## config.mk

```make
export PLATFORM = sky130hd
export DESIGN_NAME = lib_timer_ctrl
export DESIGN_NICKNAME = d
export VERILOG_FILES = /design/src/rtl/lib_timer_ctrl.sv
export SDC_FILE = /design/constraint.sdc
export NUM_CORES = 1
export LEC_CHECK = 0
export ABC_CLOCK_PERIOD_IN_PS = 1900
export BUFFER_PORTS_ARGS = -buffer_cell sky130_fd_sc_hd__buf_2
export CORE_UTILIZATION = 38
export DETAILED_ROUTE_END_ITERATION = 12
export SLEW_MARGIN = 0
export SYNTH_ARGS = -nofsm -noshare
export SYNTH_HDL_FRONTEND = slang
export SYNTH_SLANG_ARGS = --single-unit
export TNS_END_PERCENT = 10
```

## constraint.sdc

```tcl
create_clock -name clk -period 1.9 [get_ports clk]
set_input_delay 0 -clock clk [delete_from_list [all_inputs] [get_ports clk]]
set_output_delay 0 -clock clk [all_outputs]
set_load 0.05 [all_outputs]
```

## src/rtl/lib_timer_ctrl.sv

```systemverilog
`timescale 1ns/1ps
// lib_timer_ctrl
// Programmable interval timer controller. Sits between the CPU-side register
// decode and an external max-value counter: it loads the counter's max value,
// gates the counter's count enable through a prescaler, and turns rising edges
// of the counter's overflow flag into a pending flag / interrupt. Periodic and
// one-shot modes are supported.
//
// Parameters
//   DW  counter / data width (must match the counter)
//   PW  prescaler width (PW <= DW, DW >= 3)
//
// Ports
//   clk       in   clock
//   rstn      in   asynchronous active-low reset (shared with the counter)
//   wr_en     in   register write strobe
//   addr      in   register address for reads and writes
//   wr_data   in   write data
//   rd_data   out  combinational read data for addr
//   irq       out  pending & IE
//   cnt_we    out  counter max-value load strobe
//   cnt_din   out  counter max value (always wr_data)
//   cnt_ce    out  counter count enable (prescaler tick)
//   cnt_of    in   counter overflow flag
//   cnt_dout  in   counter current value
//
// Register map
//   0 CTRL   {IE[2], MODE[1], EN[0]}   MODE: 0 periodic, 1 one-shot
//   1 LOAD   counter max value, writable only while EN=0
//   2 PRESC  prescaler reload value (zero-extended on read)
//   3 STATUS {BUSY[1], PENDING[0]}     write 1 to bit0 clears PENDING
//   4 COUNT  read-only counter value
//   5-7      read as zero, writes ignored
module lib_timer_ctrl #(
    parameter int DW = 16,
    parameter int PW = 8
) (
    input  logic          clk,
    input  logic          rstn,
    input  logic          wr_en,
    input  logic [2:0]    addr,
    input  logic [DW-1:0] wr_data,
    output logic [DW-1:0] rd_data,
    output logic          irq,
    output logic          cnt_we,
    output logic [DW-1:0] cnt_din,
    output logic          cnt_ce,
    input  logic          cnt_of,
    input  logic [DW-1:0] cnt_dout
);

    typedef enum logic [1:0] {
        S_IDLE = 2'd0,
        S_RUN  = 2'd1,
        S_DONE = 2'd2
    } state_t;

    state_t        r_state;
    state_t        w_state_next;
    logic          r_ie;
    logic          r_mode;
    logic [DW-1:0] r_load;
    logic [PW-1:0] r_presc;
    logic [PW-1:0] r_presc_cnt;
    logic          r_pending;
    logic          r_of_d;

    logic w_en;
    logic w_wr_ctrl;
    logic w_wr_load;
    logic w_wr_presc;
    logic w_wr_status;
    logic w_load_nz;
    logic w_tick;
    logic w_of_evt;

    // EN is exactly "state is RUN": IDLE and DONE both read back EN=0.
    assign w_en        = (r_state == S_RUN);
    assign w_wr_ctrl   = wr_en && (addr == 3'd0);
    assign w_wr_load   = wr_en && (addr == 3'd1);
    assign w_wr_presc  = wr_en && (addr == 3'd2);
    assign w_wr_status = wr_en && (addr == 3'd3);
    assign w_load_nz   = (r_load != '0);
    assign w_tick      = w_en && (r_presc_cnt == r_presc);
    assign w_of_evt    = cnt_of && !r_of_d;

    assign cnt_ce  = w_tick;
    assign cnt_din = wr_data;
    // LOAD is frozen while running so the counter's max cannot move under it.
    assign cnt_we  = w_wr_load && !w_en;
    assign irq     = r_pending && r_ie;

    // ---------------- FSM ----------------
    always_ff @(posedge clk or negedge rstn) begin
        if (!rstn) begin
            r_state <= S_IDLE;
        end else begin
            r_state <= w_state_next;
        end
    end

    always_comb begin
        w_state_next = r_state;
        case (r_state)
            S_IDLE: begin
                // Enabling with a zero max would leave the counter never matching.
                if (w_wr_ctrl && wr_data[0] && w_load_nz) begin
                    w_state_next = S_RUN;
                end
            end
            S_RUN: begin
                if (w_wr_ctrl && !wr_data[0]) begin
                    w_state_next = S_IDLE;
                end else if (w_of_evt && r_mode) begin
                    w_state_next = S_DONE;
                end
            end
            S_DONE: begin
                if (w_wr_ctrl) begin
                    if (!wr_data[0]) begin
                        w_state_next = S_IDLE;
                    end else if (w_load_nz) begin
                        w_state_next = S_RUN;
                    end
                end
            end
            default: w_state_next = S_IDLE;
        endcase
    end

    // ---------------- registers ----------------
    always_ff @(posedge clk or negedge rstn) begin
        if (!rstn) begin
            r_ie      <= 1'b0;
            r_mode    <= 1'b0;
            r_load    <= '0;
            r_presc   <= '0;
            r_pending <= 1'b0;
            r_of_d    <= 1'b0;
        end else begin
            r_of_d <= cnt_of;
            if (w_wr_ctrl) begin
                r_ie   <= wr_data[2];
                r_mode <= wr_data[1];
            end
            if (cnt_we) begin
                r_load <= wr_data;
            end
            if (w_wr_presc) begin
                r_presc <= wr_data[PW-1:0];
            end
            // A new overflow event beats a simultaneous clear.
            if (w_of_evt) begin
                r_pending <= 1'b1;
            end else if (w_wr_status && wr_data[0]) begin
                r_pending <= 1'b0;
            end
        end
    end

    // Prescaler only advances while staying in RUN; any entry into RUN
    // therefore starts from 0. If PRESC drops below the current count it
    // simply runs up to all-ones and wraps.
    always_ff @(posedge clk or negedge rstn) begin
        if (!rstn) begin
            r_presc_cnt <= '0;
        end else if (w_en && (w_state_next == S_RUN)) begin
            r_presc_cnt <= w_tick ? '0 : r_presc_cnt + PW'(1);
        end else begin
            r_presc_cnt <= '0;
        end
    end

    // ---------------- read mux ----------------
    always_comb begin
        rd_data = '0;
        case (addr)
            3'd0: rd_data[2:0]    = {r_ie, r_mode, w_en};
            3'd1: rd_data         = r_load;
            3'd2: rd_data[PW-1:0] = r_presc;
            3'd3: rd_data[1:0]    = {w_en, r_pending};
            3'd4: rd_data         = cnt_dout;
            default: rd_data      = '0;
        endcase
    end

endmodule

```

==> out/summary.log, run 1 <==
[synth] top flip-flop cell by instance count after synthesis sky130_fd_sc_hd__dfrtp_1
[grt] vias in the first global route 1681
[synth] area leader, netlist sky130_fd_sc_hd__dfrtp_1
[grt] first-pass GRT wire length 8.507 mm
[placed_design] Detailed Place HPWL 3.612 mm
[critical_path] data arrival at the endpoint of the critical path 1.72 ns
[sta] final period utilization 0.9042
[synth] number of flip-flops and latches in the synthesized netlist 38
[route] count of antenna-violating nets left after detailed routing 0
[route] post-route DRC violation count 0
[sta] post-route clock skew 0.01030 ns
[placed_design] post-detailed-placement cell area 2485 um2
[synth] Synth async-reset ratio 1.000
[route] via count 1717
[synth] biggest area contributors in the synthesized netlist sky130_fd_sc_hd__dfrtp_1, sky130_fd_sc_hd__mux2_2, sky130_fd_sc_hd__mux2_4
[die] initial cell density of the core 0.3943
[power] static leakage 1.276 nW
[die] cell row count 27
[hold_path] Hold Path Cell Cnt 2
[synth] number of distinct library cell variants in the gate-level netlist after synthesis 39
[hold_path] worst hold path class primary input to register
[clocking] latest clock arrival within the worst-skew pair 0.29 ns
[route] via/cell ratio 4.934
[route] TritonRoute pass-1 iters 4
[die] ports placed on the boundary 74
[layout] Final Net Count 315
[placed_design] GPL Wtd Cong 0.8180
[clocking] Clock Tree Root sky130_fd_sc_hd__clkbuf_8
[clocking] number of H-tree levels 2
[critical_path] endpoint class of the critical path output port
[sta] maximum clock frequency 582.1 MHz
[clocking] clock tree from TritonCTS done
[synth] share of Yosys cell area claimed by the top area cell type 0.4353
[sta] actual transition at the worst max-transition pin 0.8634 ns
[clocking] CTS sink cnt 38
[layout] Final Util 0.4973
[critical_path] kind of start point of the critical path register
[sta] Fin. Hold Viols 0
[sta] max-slew violation total from the final report 0
[synth] Mean Syn Cell Area 10.98 um2
[route] wire length reported by the detailed router 5.215 mm
[layout] Antenna diodes 0
[placed_design] number of buffers inserted by port buffering 73
[layout] share of final-layout standard cells stronger than drive strength 1 0.4167
[clocking] clock buffer count from CTS 5
[synth] nets in the synthesized netlist 239
[critical_path] launching instance or port of the critical path r_state[0]
[clocking] maximum count of clock buffers along a single path 2
[grt] routing usage on met2 0.2805
[grt] GR Layer Usage met3 0.03529
[die] Die H 77.82 um
[synth] Synth warnings 0
[synth] sequential element share of the synthesized area 0.4353
[critical_path] maximum fanout along the worst path 4
[sta] Max-Slew Margin vs Limit 0.4244
[critical_path] source of the worst register-to-register timing path r_state[0]
[sta] setup repair after global routing missed its margin false
[layout] # fillers 546
[critical_path] critical path's slowest cell sky130_fd_sc_hd__mux4_2
[power] power per cell area 964.6 nW/um2
[route] routed length per instance 14.99 um
[critical_path] FF-to-FF path depth 5
[sta] Min Clock Period, post-route 1.718 ns
[clocking] Worst-path clk slew 0.08 ns
[clocking] setup fix buffers added after clock tree synthesis 0
[die] width of the die 77.82 um
[die] area of the core region 5540 um2
[grt] most heavily used metal layer in global routing met2
[layout] post-route insts no fill 348
[critical_path] Worst path max stage delay 0.47 ns
[critical_path] worst path required time 1.90 ns
[synth] Cell Area, Synth 2185 um2
[grt] M1 GR Usage 0.2597
[grt] global route overflow 0
[sta] total of endpoints with negative setup slack in the final report 0
[critical_path] path type of the worst setup path register to output port
[placed_design] count of placed standard cells including taps 324
[sta] worst hold margin 0.02592 ns
[flow_run] Max Cap Viol 0
[die] die area 6056 um2
[synth] Gate Count Post-Synth 199
[layout] layout-stage area growth over the synthesis result 26.12%
[hold_path] start point of the worst hold path wr_data[0]
[sta] setup_tns 0 ns
[synth] Post-synth EDFFs 0
[grt] GRT Util Overall 0.1831
[layout] design area 2755 um2
[critical_path] cell-by-cell trace of the critical path nor2b_1 -> mux4_2 -> nand2b_1 -> o31ai_1 -> buf_2
[synth] commonest cells in the netlist sky130_fd_sc_hd__dfrtp_1, sky130_fd_sc_hd__mux2_2, sky130_fd_sc_hd__buf_4, sky130_fd_sc_hd__nor2_1, sky130_fd_sc_hd__a22oi_1
[grt] maximum number of pins on one net before global-route repair 39
[power] worst IR drop on VDD 0.4774 mV
[synth] most repeated cell in the gate-level netlist after synthesis sky130_fd_sc_hd__dfrtp_1
[route] 1st-iter DRT viols 104
[grt] number of antenna violations at the first check in global routing 0
[outcome] status finished, final reports clean
==> cell type report <==
class	count	area [um2]	area share
tap	72	90.09	0.03270
timing repair buffer	93	555.5	0.2016
inverter	4	15.01	0.005450
sequential	38	950.9	0.3451
multi-input combinational	133	1033	0.3751
clock inverter	2	37.54	0.01362
clock buffer	6	72.57	0.02634
==> metal layers <==
| metal | vias up | part of all wire |
|---|---|---|
| li1 | 840 | - |
| met1 | 820 | 0.49 |
| met2 | 52 | 0.46 |
| met3 | 5 | 0.039 |
| met4 | 0 | 0.010 |
| met5 | - | 0 |
==> flip-flops by register name, indices dropped and copies added, names as in the netlist <==
register / flops
r_load: 16
r_presc: 8
r_presc_cnt: 8
r_state: 2
r_ie: 1
r_mode: 1
r_of_d: 1
r_pending: 1
==> report_power, final <==
part           switching [mW]  internal [mW]
logic                   0.432          0.369
clock network           0.298          0.392
registers               0.177          0.989
total                   0.908           1.75
==> final timing paths <==
check | endpoint | slack [ns]
max reg2reg | r_presc_cnt[7] | 0.40
min | r_load[0] | 0.03
max | rd_data[0] | 0.18
min reg2reg | r_pending | 0.46
max in group asynchronous | r_presc_cnt[3] | 0.99
min in group asynchronous | r_load[10] | 0.37
==> stage by stage <==
step | total power, mW | setup WS (ns)
after global routing | 2.801 | 0.1180
after CTS | 2.680 | 0.1697
after detailed placement | 1.956 | 0.3447
final | 2.658 | 0.1821
after global placement | 1.945 | 0.3857
after floorplan | 1.749 | 0.1340
==> worst max-delay path: cells and delay by family, from the launching register on <==
family,cells,cell delay [ns]
AOI/OAI and AO/OA,1,0.07
buffers and inverters,1,0.22
DFF,1,0.40
muxes,1,0.47
and+or+nand+nor,2,0.27
==> repair_timing <==
item	CTS	global route
gates resized for setup	0	0
endpoints found under the hold margin	59	0
hold buffers	16	0
==> kinds of logic (layout without fill, tap and decap cells) <==
kind of cell / after synthesis / after routing / synth area share
compound gates: 30 / 30 / 0.09451
xor+xnor: 14 / 14 / 0.05613
fa+ha+maj: 1 / 1 / 0.005726
buf+inv: 28 / 105 / 0.09164
flops: 38 / 38 / 0.4353
mux: 30 / 30 / 0.1735
simple gates: 58 / 58 / 0.1432
==> layout by cell type (no fill, tap or decap), types with 6 or more instances in the layout <==
master / Yosys / layout
sky130_fd_sc_hd__buf_2: 3 / 73
sky130_fd_sc_hd__dfrtp_1: 38 / 38
sky130_fd_sc_hd__mux2_2: 17 / 17
sky130_fd_sc_hd__nor2_1: 16 / 16
sky130_fd_sc_hd__dlygate4sd3_1: 0 / 16
sky130_fd_sc_hd__a22oi_1: 14 / 14
sky130_fd_sc_hd__nand2_1: 11 / 11
sky130_fd_sc_hd__o21ai_0: 10 / 10
sky130_fd_sc_hd__xnor2_1: 9 / 9
sky130_fd_sc_hd__mux2_4: 9 / 9
sky130_fd_sc_hd__nand3_1: 6 / 6
Power figures use the tool's default switching activity.
==> run 2: changes to the inputs <==
ABC_AREA = 1   (was not set)
==> run 2 against run 1 <==
  * Critical endpoint is now cnt_ce
  * Critical path depth grew 1
  * Final cell count grew 34%
  * Critical path type unchanged
  * Synthesized cell count grew 59%
  * Fmax grew 5.6%
  * Core utilization shrank 0.58 points
  * Die area grew 12%
  * First-iteration DRC count grew 5.8%
  * Clock skew shrank 0.0065 ns
  * Routed wire length grew 11%
  * Sequential cell count is the same
  * Largest cell class unchanged
  * Synthesized area grew 12%
==> out/summary.log, run 2 <==
[outcome] status finished, final reports clean
[critical_path] Crit Reg-Reg Endpoint r_presc_cnt[2]
[clocking] number of H-tree levels 2
[sta] Max-Slew Margin vs Limit 0.6993
[sta] total of endpoints with negative setup slack in the final report 0
[synth] Cell Area, Synth 2454 um2
[route] wire length reported by the detailed router 5.772 mm
[sta] actual transition at the worst max-transition pin 0.4511 ns
[layout] share of final-layout standard cells stronger than drive strength 1 0.3077
[route] routed length per instance 12.41 um
[synth] Post-synth EDFFs 0
[layout] layout-stage area growth over the synthesis result 21.42%
[power] total design power 2.763 mW
[critical_path] endpoint class of the critical path output port
[layout] largest registers r_load (16), r_presc (8), r_presc_cnt (8)
[clocking] Worst-path clk slew 0.07 ns
[die] width of the die 82.36 um
[critical_path] last element of the critical path cnt_ce
[sta] Fin. Hold Viols 0
[synth] nets in the synthesized netlist 356
[hold_path] worst hold path class primary input to register
[sta] final period utilization 0.8561
[clocking] maximum count of clock buffers along a single path 2
[hold_path] start point of the worst hold path wr_data[5]
[sta] setup_tns 0 ns
[route] post-route DRC violation count 0
[die] ports placed on the boundary 74
[grt] global route overflow 0
[layout] Final Net Count 429
[critical_path] launching instance or port of the critical path r_state[1]
[synth] top flip-flop cell by instance count after synthesis sky130_fd_sc_hd__dfrtp_1
[critical_path] data arrival at the endpoint of the critical path 1.63 ns
[synth] number of flip-flops and latches in the synthesized netlist 38
[power] power per cell area 927.3 nW/um2
[synth] Gate Count Post-Synth 316
[critical_path] source of the worst register-to-register timing path r_presc_cnt[3]
[clocking] latest clock arrival within the worst-skew pair 0.29 ns
[die] die area 6782 um2
[grt] first-pass GRT wire length 9.508 mm
[critical_path] kind of start point of the critical path register
[layout] # fillers 617
[layout] total area of sequential cells 950.9 um2
[die] cell row count 28
[flow_run] Max Cap Viol 0
[layout] register name with the most flops r_load
[route] via count 2192
[die] Die H 82.36 um
[critical_path] path type of the worst setup path register to output port
[layout] area used by multi-input combinational logic 1161 um2
[sta] setup repair after global routing missed its margin false
[route] via/cell ratio 4.714
[placed_design] Detailed Place HPWL 4.388 mm
[route] 1st-iter DRT viols 110
[clocking] clock tree from TritonCTS done
[grt] number of antenna violations at the first check in global routing 0
[synth] Synth async-reset ratio 1.000
[synth] Mean Syn Cell Area 7.765 um2
[critical_path] maximum fanout along the worst path 5
[clocking] CTS sink cnt 38
[sta] post-route clock skew 0.003789 ns
[critical_path] worst setup slack for register-to-register paths 0.58 ns
[critical_path] FF-to-FF path depth 7
[route] TritonRoute pass-1 iters 4
[layout] Antenna diodes 0
[grt] vias in the first global route 2010
[synth] sequential element share of the synthesized area 0.3876
[clocking] clock buffer count from CTS 5
[sta] maximum clock frequency 614.8 MHz
[layout] commonest non-fill, non-tap cell in the layout sky130_fd_sc_hd__nand2_1
[synth] commonest cells in the netlist sky130_fd_sc_hd__nand2_1, sky130_fd_sc_hd__dfrtp_1, sky130_fd_sc_hd__inv_1
[synth] biggest area contributors in the synthesized netlist sky130_fd_sc_hd__dfrtp_1, sky130_fd_sc_hd__nand2_1, sky130_fd_sc_hd__inv_1
[grt] GRT Util Overall 0.1891
[power] worst IR drop on VDD 0.5172 mV
[route] count of antenna-violating nets left after detailed routing 0
[synth] share of Yosys cell area claimed by the top area cell type 0.3876
[layout] commonest cells after routing, fill and taps aside sky130_fd_sc_hd__nand2_1, sky130_fd_sc_hd__buf_2, sky130_fd_sc_hd__dfrtp_1
[synth] number of distinct library cell variants in the gate-level netlist after synthesis 35
[die] area of the core region 6061 um2
[synth] Synth warnings 0
[sta] Min Clock Period, post-route 1.627 ns
[grt] maximum number of pins on one net before global-route repair 21
[layout] number of flip-flops in the largest register 16
[die] initial cell density of the core 0.4048
[placed_design] number of buffers inserted by port buffering 73
[synth] most repeated cell in the gate-level netlist after synthesis sky130_fd_sc_hd__nand2_1
[synth] area leader, netlist sky130_fd_sc_hd__dfrtp_1
[power] static leakage 1.601 nW
[sta] max-slew violation total from the final report 0
[placed_design] GPL Wtd Cong 0.8502
[critical_path] worst path required time 1.90 ns
[clocking] Clock Tree Root sky130_fd_sc_hd__clkbuf_8
run 2: logic make-up after synthesis:
| group | count (synthesis) | share of synthesized area |
|---|---|---|
| buf+inv | 63 | 0.1392 |
| simple gates | 164 | 0.3167 |
| fa+ha+maj | 1 | 0.005099 |
| flops | 38 | 0.3876 |
| compound gates | 44 | 0.1300 |
| xor+xnor | 6 | 0.02142 |
run 2: worst max-delay path, cell delays in order (launching register included):
cell and delay (ns):
sky130_fd_sc_hd__dfrtp_1 0.38, sky130_fd_sc_hd__inv_1 0.12, sky130_fd_sc_hd__nand2_1 0.13, sky130_fd_sc_hd__inv_1 0.18, sky130_fd_sc_hd__o2111ai_1 0.14, sky130_fd_sc_hd__nor2_1 0.12
sky130_fd_sc_hd__buf_2 0.27
run 2: how the worst min path moves through the flow:
| stage | to | slack (ns) | cells past startpoint |
|---|---|---|---|
| 2_1_floorplan | r_ie | -0.30 | 0 |
| 3_3_place_gp | r_load[15] | -0.03 | 1 |
| 3_5_place_dp | r_load[15] | -0.03 | 1 |
| 4_1_cts | r_load[5] | 0.0005 | 3 |
| 5_1_grt | r_load[6] | 0.02 | 3 |
| 6_report | r_load[5] | 0.009 | 3 |
run 2: timing repair:
action,in CTS,in global routing
hold endpoints to repair,32,0
gates resized for setup,0,0
hold buffers,13,0
setup buffers,0,0
run 2: stage by stage:
stage | std cells | instance area (um2) | setup WS, ns | hold slack [ns] | util
finish | 465 | 2979 | 0.2734 | 0.009150 | 0.4915
global route | 465 | 2979 | 0.1663 | 0.01856 | 0.4915
CTS | 465 | 2979 | 0.2482 | 0.0005155 | 0.4915
detailed placement | 444 | 2743 | 0.5785 | -0.02865 | 0.4525
global placement | 444 | 2743 | 0.5888 | -0.02608 | 0.4525
floorplan | 316 | 2454 | 0.3740 | -0.2956 | -
run 2: power by group:
part | switching, mW | internal, mW | total (mW)
registers | 0.169 | 0.993 | 1.16
clock network | 0.276 | 0.393 | 0.669
logic | 0.616 | 0.315 | 0.931
total | 1.06 | 1.70 | 2.76
run 2: area by class of cell:
type                            count  area share
Clock inverter                      1     0.01008
Inverter                           41     0.05250
Timing Repair Buffer               88      0.1714
Tap cell                           75     0.03150
Sequential cell                    38      0.3192
Clock buffer                        7     0.02562
Multi-Input combinational cell    215      0.3898
run 2: layer usage:
layer  part of all wire  track usage  vias to the layer above
met5                  0            0                        -
met4              0.016      0.08246                        0
met3              0.036      0.03516                        7
met2               0.44       0.2868                       47
met1               0.50       0.2611                     1006
li1                   -            -                     1132
